$ cat config.mk
export PLATFORM = sky130hd
export DESIGN_NAME = drive_strobe_decoder
export DESIGN_NICKNAME = d
export VERILOG_FILES = /design/src/rtl/drive_strobe_decoder_pkg.sv /design/src/rtl/drive_strobe_decoder_decode_3_8.sv /design/src/rtl/drive_strobe_decoder.sv
export SDC_FILE = /design/constraint.sdc
export NUM_CORES = 1
export LEC_CHECK = 0
export ABC_CLOCK_PERIOD_IN_PS = 2200
export CAP_MARGIN = 20
export CORE_MARGIN = 1.5
export CORE_UTILIZATION = 35
export DETAILED_ROUTE_END_ITERATION = 8
export HOLD_SLACK_MARGIN = 0.1
export SLEW_MARGIN = 0
export SYNTH_ARGS = -nofsm -noshare
export SYNTH_HDL_FRONTEND = slang
export SYNTH_HIERARCHICAL = 1
export SYNTH_SLANG_ARGS = --single-unit
$ cat constraint.sdc
create_clock -name clk -period 2.2 [get_ports clk]
set_input_delay 0.44 -clock clk [delete_from_list [all_inputs] [get_ports clk]]
set_output_delay 0.44 -clock clk [all_outputs]
set_load 0.1 [all_outputs]
$ cat src/rtl/drive_strobe_decoder_pkg.sv
// Shared definitions for the drive-strobe decoder slice.
//   CODE_W  : width of the binary source code
//   DATA_W  : width of the one-hot drive-enable vector
//   CNT_W   : width of the pulse/gap down-counter
//   state_e : controller states
package drive_strobe_decoder_pkg;

   localparam int CODE_W = 3;
   localparam int DATA_W = 8;
   localparam int CNT_W  = 4;

   typedef enum logic [1:0] {
      S_IDLE  = 2'd0,
      S_DRIVE = 2'd1,
      S_GAP   = 2'd2
   } state_e;

endpackage

$ cat src/rtl/drive_strobe_decoder_decode_3_8.sv
// Purely combinational binary-to-one-hot decoder; the inverse of the 8-to-3
// encoder used on the bus side.
//   code_i   : binary index
//   onehot_o : one-hot vector with bit code_i set
module decode_3_8
   import drive_strobe_decoder_pkg::*;
(
   input  logic [CODE_W-1:0] code_i,
   output logic [DATA_W-1:0] onehot_o
);

   always_comb begin
      onehot_o         = '0;
      onehot_o[code_i] = 1'b1;
   end

endmodule

$ cat src/rtl/drive_strobe_decoder.sv
// Registered 3-to-8 decoder for bus-drive enables with break-before-make.
// An accepted Code drives its one-hot enable for PULSE_CYCLES cycles (longer
// while Hold is high at the end of the pulse), followed by GAP_CYCLES of
// all-zero output before the next Code can be accepted.
//   clk   : rising-edge clock
//   clr   : synchronous active-low reset
//   Code  : binary index of the source to enable
//   Valid : Code is presented
//   Ready : block can accept Code this cycle (decoded from state and clr)
//   Hold  : extends the current pulse while high
//   Data  : registered one-hot drive enables
//   Busy  : registered, high in DRIVE or GAP
//   Done  : registered single-cycle pulse when a drive ends
module drive_strobe_decoder
   import drive_strobe_decoder_pkg::*;
#(
   parameter int unsigned PULSE_CYCLES = 1,
   parameter int unsigned GAP_CYCLES   = 1
) (
   input  logic              clk,
   input  logic              clr,
   input  logic [CODE_W-1:0] Code,
   input  logic              Valid,
   output logic              Ready,
   input  logic              Hold,
   output logic [DATA_W-1:0] Data,
   output logic              Busy,
   output logic              Done
);

   if (PULSE_CYCLES < 1 || PULSE_CYCLES > 15) begin : g_bad_pulse
      $error("drive_strobe_decoder: PULSE_CYCLES must be in 1..15");
   end
   if (GAP_CYCLES < 1 || GAP_CYCLES > 15) begin : g_bad_gap
      $error("drive_strobe_decoder: GAP_CYCLES must be in 1..15");
   end

   localparam logic [CNT_W-1:0] PULSE_LD = CNT_W'(PULSE_CYCLES - 1);
   localparam logic [CNT_W-1:0] GAP_LD   = CNT_W'(GAP_CYCLES - 1);

   state_e              state_q, state_d;
   logic [CNT_W-1:0]    cnt_q,   cnt_d;
   logic [CODE_W-1:0]   code_q,  code_d;
   logic [DATA_W-1:0]   data_q,  data_d;
   logic                busy_q,  busy_d;
   logic                done_q,  done_d;
   logic [DATA_W-1:0]   onehot;

   assign Ready = clr & (state_q == S_IDLE);

   // Decoding the next latched code lets Data be valid from the accept edge.
   decode_3_8 u_decode (
      .code_i   (code_d),
      .onehot_o (onehot)
   );

   always_comb begin
      state_d = state_q;
      cnt_d   = cnt_q;
      code_d  = code_q;
      done_d  = 1'b0;
      unique case (state_q)
         S_IDLE: begin
            if (Valid && Ready) begin
               state_d = S_DRIVE;
               cnt_d   = PULSE_LD;
               code_d  = Code;
            end
         end
         S_DRIVE: begin
            if (cnt_q != '0) begin
               cnt_d = cnt_q - 1'b1;
            end else if (!Hold) begin
               state_d = S_GAP;
               cnt_d   = GAP_LD;
               done_d  = 1'b1;
            end
         end
         S_GAP: begin
            if (cnt_q != '0) begin
               cnt_d = cnt_q - 1'b1;
            end else begin
               state_d = S_IDLE;
            end
         end
         default: begin
            state_d = S_IDLE;
            cnt_d   = '0;
         end
      endcase
      data_d = (state_d == S_DRIVE) ? onehot : '0;
      busy_d = (state_d != S_IDLE);
   end

   always_ff @(posedge clk) begin
      if (!clr) begin
         state_q <= S_IDLE;
         cnt_q   <= '0;
         code_q  <= '0;
         data_q  <= '0;
         busy_q  <= 1'b0;
         done_q  <= 1'b0;
      end else begin
         state_q <= state_d;
         cnt_q   <= cnt_d;
         code_q  <= code_d;
         data_q  <= data_d;
         busy_q  <= busy_d;
         done_q  <= done_d;
      end
   end

   assign Data = data_q;
   assign Busy = busy_q;
   assign Done = done_q;

endmodule

==> qor.txt, run 1 <==
Syn nets: 111
Gate Count Post-Synth: 98
Yosys warns: 6
DRT Wirelength: 1.730 mm
Post-CTS Setup Repair Bufs: 0
Vias: 711
Die height: 54.64 um
Main combinational cell family by area after synthesis: simple AND/OR/NAND/NOR gates
Tcrit/Tclk final: 0.8901
Vias/cell: 4.772
Hold crit path type: reg2reg
CTS tree: built
Area fraction in compound gates after synthesis: 0.1408
Cell internal pwr: 519.8 uW
Mean post-synth cell area: 9.524 um^2
Vias in the first global route: 643
Fin Setup TNS: 0 ns
# diodes: 0
Critical Path Sink: Ready
Slew Limit Fails: 0
Final nets: 133
Worst Setup Start Kind: flop
Outcome: finished clean
CTS Sinks: 19
XOR/XNOR share of the synthesized area: 0
Placed Cells: 145
Clock Pin Slew Worst Setup and Hold Paths: 0.11 ns
Most common cell after layout, fill and taps aside: dfxtp_1
Final non-filler cell total: 149
Worst Setup SP: state_q[1]
Critical path peak fanout: 6
Root Buffer: clkbuf_4
Final WS setup: 0.2418 ns
Unique masters post-synth: 32
Largest net degree at the start of global routing: 11
Htree depth: 1
WS Path Type: reg2out
Post-CTS Hold Fix Bufs: 0
Core ar.: 2500 um^2
Worst rel slew slack: 0.7099
Clock power frac: 0.220
First-pass GRT wire length: 2.725 mm
Die area: 2986 um^2
FF-to-FF setup slack: 0.31 ns
Pre-CTS WS: 0.2039 ns
Initial antenna violation count: 0
Register share of total power: 0.451
Layout fillers: 250
Final hold vios: 0
Cell Area, Synth: 933.4 um^2
#FFs+latches synth: 19
Post_cts resized: 0
Leakage Power: 0.4849 nW
RePlAce Congestion: 0.7825
Share of power burned in combinational logic: 0.329
R2R depth: 7
Share of layout cells above drive strength 1: 0.2521
Skew final: 0.003661 ns
GR Util All Layers: 0.1324
Port bufs: 17
Endpoints failing setup: 0
Simple-gate share of the synthesized area: 0.3043
Area grow syn2layout: 23.86%
Seq/Total Area, Yosys: 0.4075
Worst r2r dst: Data[6]
CP required: 1.76 ns
Worst VDD drop: 0.5007 mV
Number of DRC markers in iteration 0: 7
CP Capture Type: primary output
Psw: 300.7 uW
Most frequent cells in the layout: dfxtp_1 (19), nor2_1 (11), buf_4 (11)
IO Pins: 18
DR WL/cell: 11.61 um
Switching share of power: 0.3664
MaxCap Viol Count: 0
TritonCTS Buffers: 3
First drt pass iteration count: 3
Unrepaired setup endpoints after global routing: no
Fmax: 510.7 MHz
DP HPWL: 1.289 mm
Pwr Density: 709.7 nW/um^2
FF-to-FF Start: state_q[1]
Slew @ Worst Pin: 0.4319 ns
Adder-cell area share of the yosys netlist: 0.08043
Gr ovfl total: 0
CP arrival: 1.52 ns
DRC Markers: 0
Initial Utilization: 0.3734
Num rows: 18
Max clock buf depth: 2
Later-pin clock latency in the skew report: 0.30 ns
Final ANT Viol Nets: 0
Proportion of synthesized area in mux cells: 0.04692
Die X: 54.64 um
Fin crit period: 1.958 ns
power by group through the flow:
stage | clock [mW] | combinational [mW] | sequential [mW]
3_3_place_gp | 0 | 0.273 | 0.377
5_1_grt | 0.201 | 0.292 | 0.373
3_5_place_dp | 0 | 0.272 | 0.378
4_1_cts | 0.190 | 0.274 | 0.370
2_1_floorplan | 0 | 0.135 | 0.448
6_report | 0.180 | 0.270 | 0.370
logic make-up (layout without fill, tap and decap cells):
group | Yosys count | count (layout)
AND/OR/NAND/NOR | 49 | 49
flip-flops | 19 | 19
AO/OA/AOI/OAI | 15 | 15
adder cells (fa/ha/maj) | 6 | 6
buffers and inverters | 5 | 26
multiplexers | 4 | 4
sequential cells by signal, indices dropped and copies added, names as in the netlist:
name,flops
Data,8
cnt_q,4
code_q,3
state_q,2
Busy,1
Done,1
cells in the mapped netlist, drive strengths merged:
library cell | number | area (um^2)
a211oi | 2 | 25.02
a21boi | 3 | 22.52
a21oi | 3 | 18.77
a221oi | 1 | 26.28
and2 | 4 | 25.02
and3 | 2 | 13.77
and3b | 3 | 30.03
clkbuf | 1 | 3.750
dfxtp | 19 | 380.4
ha | 6 | 75.07
inv | 4 | 15.01
mux2 | 3 | 33.78
mux2i | 1 | 10.01
nand2 | 10 | 37.54
nand2b | 1 | 6.260
nand3 | 2 | 10.01
nand3b | 3 | 22.52
nor2 | 12 | 47.55
nor2b | 2 | 12.51
nor3 | 4 | 20.02
nor3b | 4 | 41.29
o21a | 1 | 7.510
o21ai | 4 | 23.77
o21bai | 1 | 7.510
or2 | 1 | 6.260
or3b | 1 | 11.26
cell type report:
cell class	instances	area, um^2	area share
Clock buffer	4	26.28	0.02273
Inverter	4	15.01	0.01299
Timing Repair Buffer	18	162.7	0.1407
Tap cell	30	37.54	0.03247
Sequential cell	19	380.4	0.3290
Multi-Input combinational cell	74	534.3	0.4621
stage by stage:
step / total power, mW / instance area (um^2) / util / hold slack, ns
6_report: 0.8205 / 1156 / 0.4625 / 0.4937
3_3_place_gp: 0.6508 / 1130 / 0.4520 / 0.4683
5_1_grt: 0.8656 / 1156 / 0.4625 / 0.5306
2_1_floorplan: 0.5837 / 933.4 / - / 0.4476
3_5_place_dp: 0.6504 / 1130 / 0.4520 / 0.4847
4_1_cts: 0.8339 / 1156 / 0.4625 / 0.5028
worst max-delay path, cell delays in order, from the launching register on:
cell and delay [ns]:
dfxtp_1 0.36, inv_1 0.14, ha_1 0.31, and2_1 0.21
buf_12 0.18
how the worst min path moves through the flow:
stage / from / to / slack (ns) / cells past startpoint
6_report: cnt_q[1] / cnt_q[1] / 0.49 / 2
5_1_grt: cnt_q[1] / cnt_q[1] / 0.53 / 2
4_1_cts: cnt_q[1] / cnt_q[1] / 0.50 / 2
2_1_floorplan: cnt_q[1] / cnt_q[1] / 0.45 / 2
3_3_place_gp: cnt_q[1] / cnt_q[1] / 0.47 / 2
3_5_place_dp: cnt_q[1] / cnt_q[1] / 0.48 / 2
layer usage:
layer | up-vias | global-route usage | share of wire
li1 | 378 | - | -
met1 | 317 | 0.1694 | 0.49
met2 | 11 | 0.2004 | 0.45
met3 | 5 | 0.02459 | 0.038
met4 | 0 | 0.08750 | 0.025
met5 | - | 0 | 0
Note: power is estimated with default switching activity, not from simulation.
==> run 2: changes to the inputs <==
--- a/config.mk
+++ b/config.mk
@@ -5,12 +5,14 @@
 export SDC_FILE = /design/constraint.sdc
 export NUM_CORES = 1
 export LEC_CHECK = 0
+export ABC_AREA = 1
 export ABC_CLOCK_PERIOD_IN_PS = 2200
 export CAP_MARGIN = 20
 export CORE_MARGIN = 1.5
-export CORE_UTILIZATION = 35
+export CORE_UTILIZATION = 50
 export DETAILED_ROUTE_END_ITERATION = 8
 export HOLD_SLACK_MARGIN = 0.1
+export PLACE_DENSITY = 0.77
 export SLEW_MARGIN = 0
 export SYNTH_ARGS = -nofsm -noshare
 export SYNTH_HDL_FRONTEND = slang
==> qor.txt, run 2 <==
Top post-synthesis cells by area: dfxtp_1 (39%), inv_1 (12%), nand2_1 (9.7%), nor2_1 (8.9%), ha_1 (7.8%)
Leakage Power: 0.5770 nW
Num rows: 15
Area grow syn2layout: 22.87%
Fin crit period: 1.899 ns
Tcrit/Tclk final: 0.8634
Gr ovfl total: 0
Post-CTS Hold Fix Bufs: 0
Die area: 2210 um^2
DR WL/cell: 9.516 um
Skew final: 0.0007503 ns
Critical path peak fanout: 9
Post-synth EDFFs: 0
Initial antenna violation count: 0
MaxCap Viol Count: 0
#FFs+latches synth: 19
Worst VDD drop: 0.4367 mV
Unique masters post-synth: 18
DRC Markers: 0
Hold slack: 0.5116 ns
GR Util All Layers: 0.1847
Htree depth: 1
Final nets: 177
Fmax: 526.5 MHz
Post-synth top area cell: dfxtp_1
CP arrival: 2.13 ns
Worst rel slew slack: 0.7256
Post-CTS Setup Repair Bufs: 0
Worst Setup Start Kind: flop
Core ar.: 1764 um^2
Post-synth top cells: inv_1 (31), nand2_1 (25), nor2_1 (23)
CTS Sinks: 19
TritonCTS Buffers: 3
Post_cts resized: 0
Endpoints failing setup: 0
Synth top area share: 0.3928
Largest net degree at the start of global routing: 12
DRT Wirelength: 1.789 mm
WS Path Type: reg2reg
DP HPWL: 1.429 mm
Final hold vios: 0
Vias in the first global route: 732
Number of DRC markers in iteration 0: 25
Vias: 878
Outcome: finished clean
Mean post-synth cell area: 6.868 um^2
Root Buffer: clkbuf_4
Slew @ Worst Pin: 0.4116 ns
Area of the multi-input gates: 456.7 um^2
Die height: 47.01 um
Final ANT Viol Nets: 0
Vias/cell: 4.670
Cell Area, Synth: 968.4 um^2
Main synth FF type: dfxtp_1
Slew Limit Fails: 0
Cells on Worst Hold Path: 2
IO Pins: 18
Share of layout cells above drive strength 1: 0.1718
Seq/Total Area, Yosys: 0.3928
Yosys warns: 6
Syn nets: 154
CP Capture Type: flop
Pwr Density: 687.6 nW/um^2
CTS tree: built
Die X: 47.01 um
Clock Pin Slew Worst Setup and Hold Paths: 0.10 ns
Port bufs: 17
Hold crit path type: reg2reg
First drt pass iteration count: 4
Fin Setup TNS: 0 ns
Layout fillers: 168
# diodes: 0
Later-pin clock latency in the skew report: 0.29 ns
Register area: 380.4 um^2
Most frequent cells in the layout: inv_1 (31), nand2_1 (25), nor2_1 (23)
R2R depth: 11
Unrepaired setup endpoints after global routing: no
Initial Utilization: 0.5489
CP required: 2.43 ns
RePlAce Congestion: 0.8734
Most common cell after layout, fill and taps aside: inv_1
First-pass GRT wire length: 2.911 mm
Max reg flops: 8
Max clock buf depth: 2
Gate Count Post-Synth: 141
Post-synthesis async set-or-reset flop share: 0
Most common cell in the netlist: inv_1
==> run 2: changes by cell type after synthesis, moves of 3 or more <==
cell	before	now
and3b_2	3	0
nand3_1	2	6
inv_1	4	31
and2_1	4	0
nand2_1	10	25
nor2_1	11	23
nand2_2	0	4
nor3b_1	3	0
a21oi_1	2	7
a211oi_1	0	3
mux2_2	3	0
inv_2	0	4
==> run 2: report_power, final <==
| part | switching [mW] | internal [mW] | total, mW |
|---|---|---|---|
| logic | 0.189 | 0.0843 | 0.274 |
| clock network | 0.103 | 0.0675 | 0.170 |
| registers | 0.0101 | 0.364 | 0.374 |
==> run 2: worst max-delay path, cell delays in order (launching register included) <==
cell and delay (ns):
dfxtp_1 0.34, inv_1 0.12, ha_1 0.26, nand3_2 0.13, inv_2 0.14, or2_1 0.11, inv_1 0.05, a21oi_1 0.34
inv_2 0.10, nor2_1 0.13, inv_1 0.05, nor2_1 0.08
==> run 2: final cells by class <==
type | instances | share of cell area
multi-input combinational | 87 | 0.3838
sequential | 19 | 0.3197
timing repair buffer | 18 | 0.1367
inverter | 35 | 0.1104
tap | 25 | 0.02629
clock buffer | 3 | 0.01893
clock inverter | 1 | 0.004206
==> run 2: worst paths after layout <==
check	to	slack [ns]	startpoint
setup reg to reg	Data[1]	0.30	state_q[0]
hold reg to reg	cnt_q[0]	0.51	cnt_q[0]
setup / recovery	Data[1]	0.30	state_q[0]
hold / removal	cnt_q[0]	0.51	cnt_q[0]
==> run 2: per-layer routing <==
metal | wire length [um] | GRT usage
met1 | 914 | 0.2506
met2 | 761 | 0.2932
met3 | 100 | 0.04615
met4 | 12 | 0.05000
met5 | 0 | 0
==> run 2: logic make-up after synthesis <==
| group | share of synthesized area |
|---|---|
| AO/OA/AOI/OAI | 0.07493 |
| adder cells (fa/ha/maj) | 0.07752 |
| buffers and inverters | 0.1357 |
| flip-flops | 0.3928 |
| AND/OR/NAND/NOR | 0.3191 |
==> run 2: metrics by stage <==
step	util	instances	instance area [um^2]	setup slack [ns]	power, mW
6_report	0.6745	188	1190	0.3005	0.8182
5_1_grt	0.6745	188	1190	0.1059	0.8759
4_1_cts	0.6745	188	1190	0.3146	0.8280
3_5_place_dp	0.6589	184	1162	0.1032	0.6550
3_3_place_gp	0.6589	184	1162	0.1648	0.6494
2_1_floorplan	-	141	968.4	0.4909	0.5901
==> run 3: changes to the inputs <==
--- a/config.mk
+++ b/config.mk
@@ -7,13 +7,13 @@
 export LEC_CHECK = 0
 export ABC_AREA = 1
 export ABC_CLOCK_PERIOD_IN_PS = 2200
-export CAP_MARGIN = 20
+export CAP_MARGIN = 10
 export CORE_MARGIN = 1.5
 export CORE_UTILIZATION = 50
 export DETAILED_ROUTE_END_ITERATION = 8
 export HOLD_SLACK_MARGIN = 0.1
 export PLACE_DENSITY = 0.77
-export SLEW_MARGIN = 0
+export SLEW_MARGIN = 20
 export SYNTH_ARGS = -nofsm -noshare
 export SYNTH_HDL_FRONTEND = slang
 export SYNTH_HIERARCHICAL = 1
==> results of run 3 <==
Final layout, timing and power as in run 2 (identical DEF).
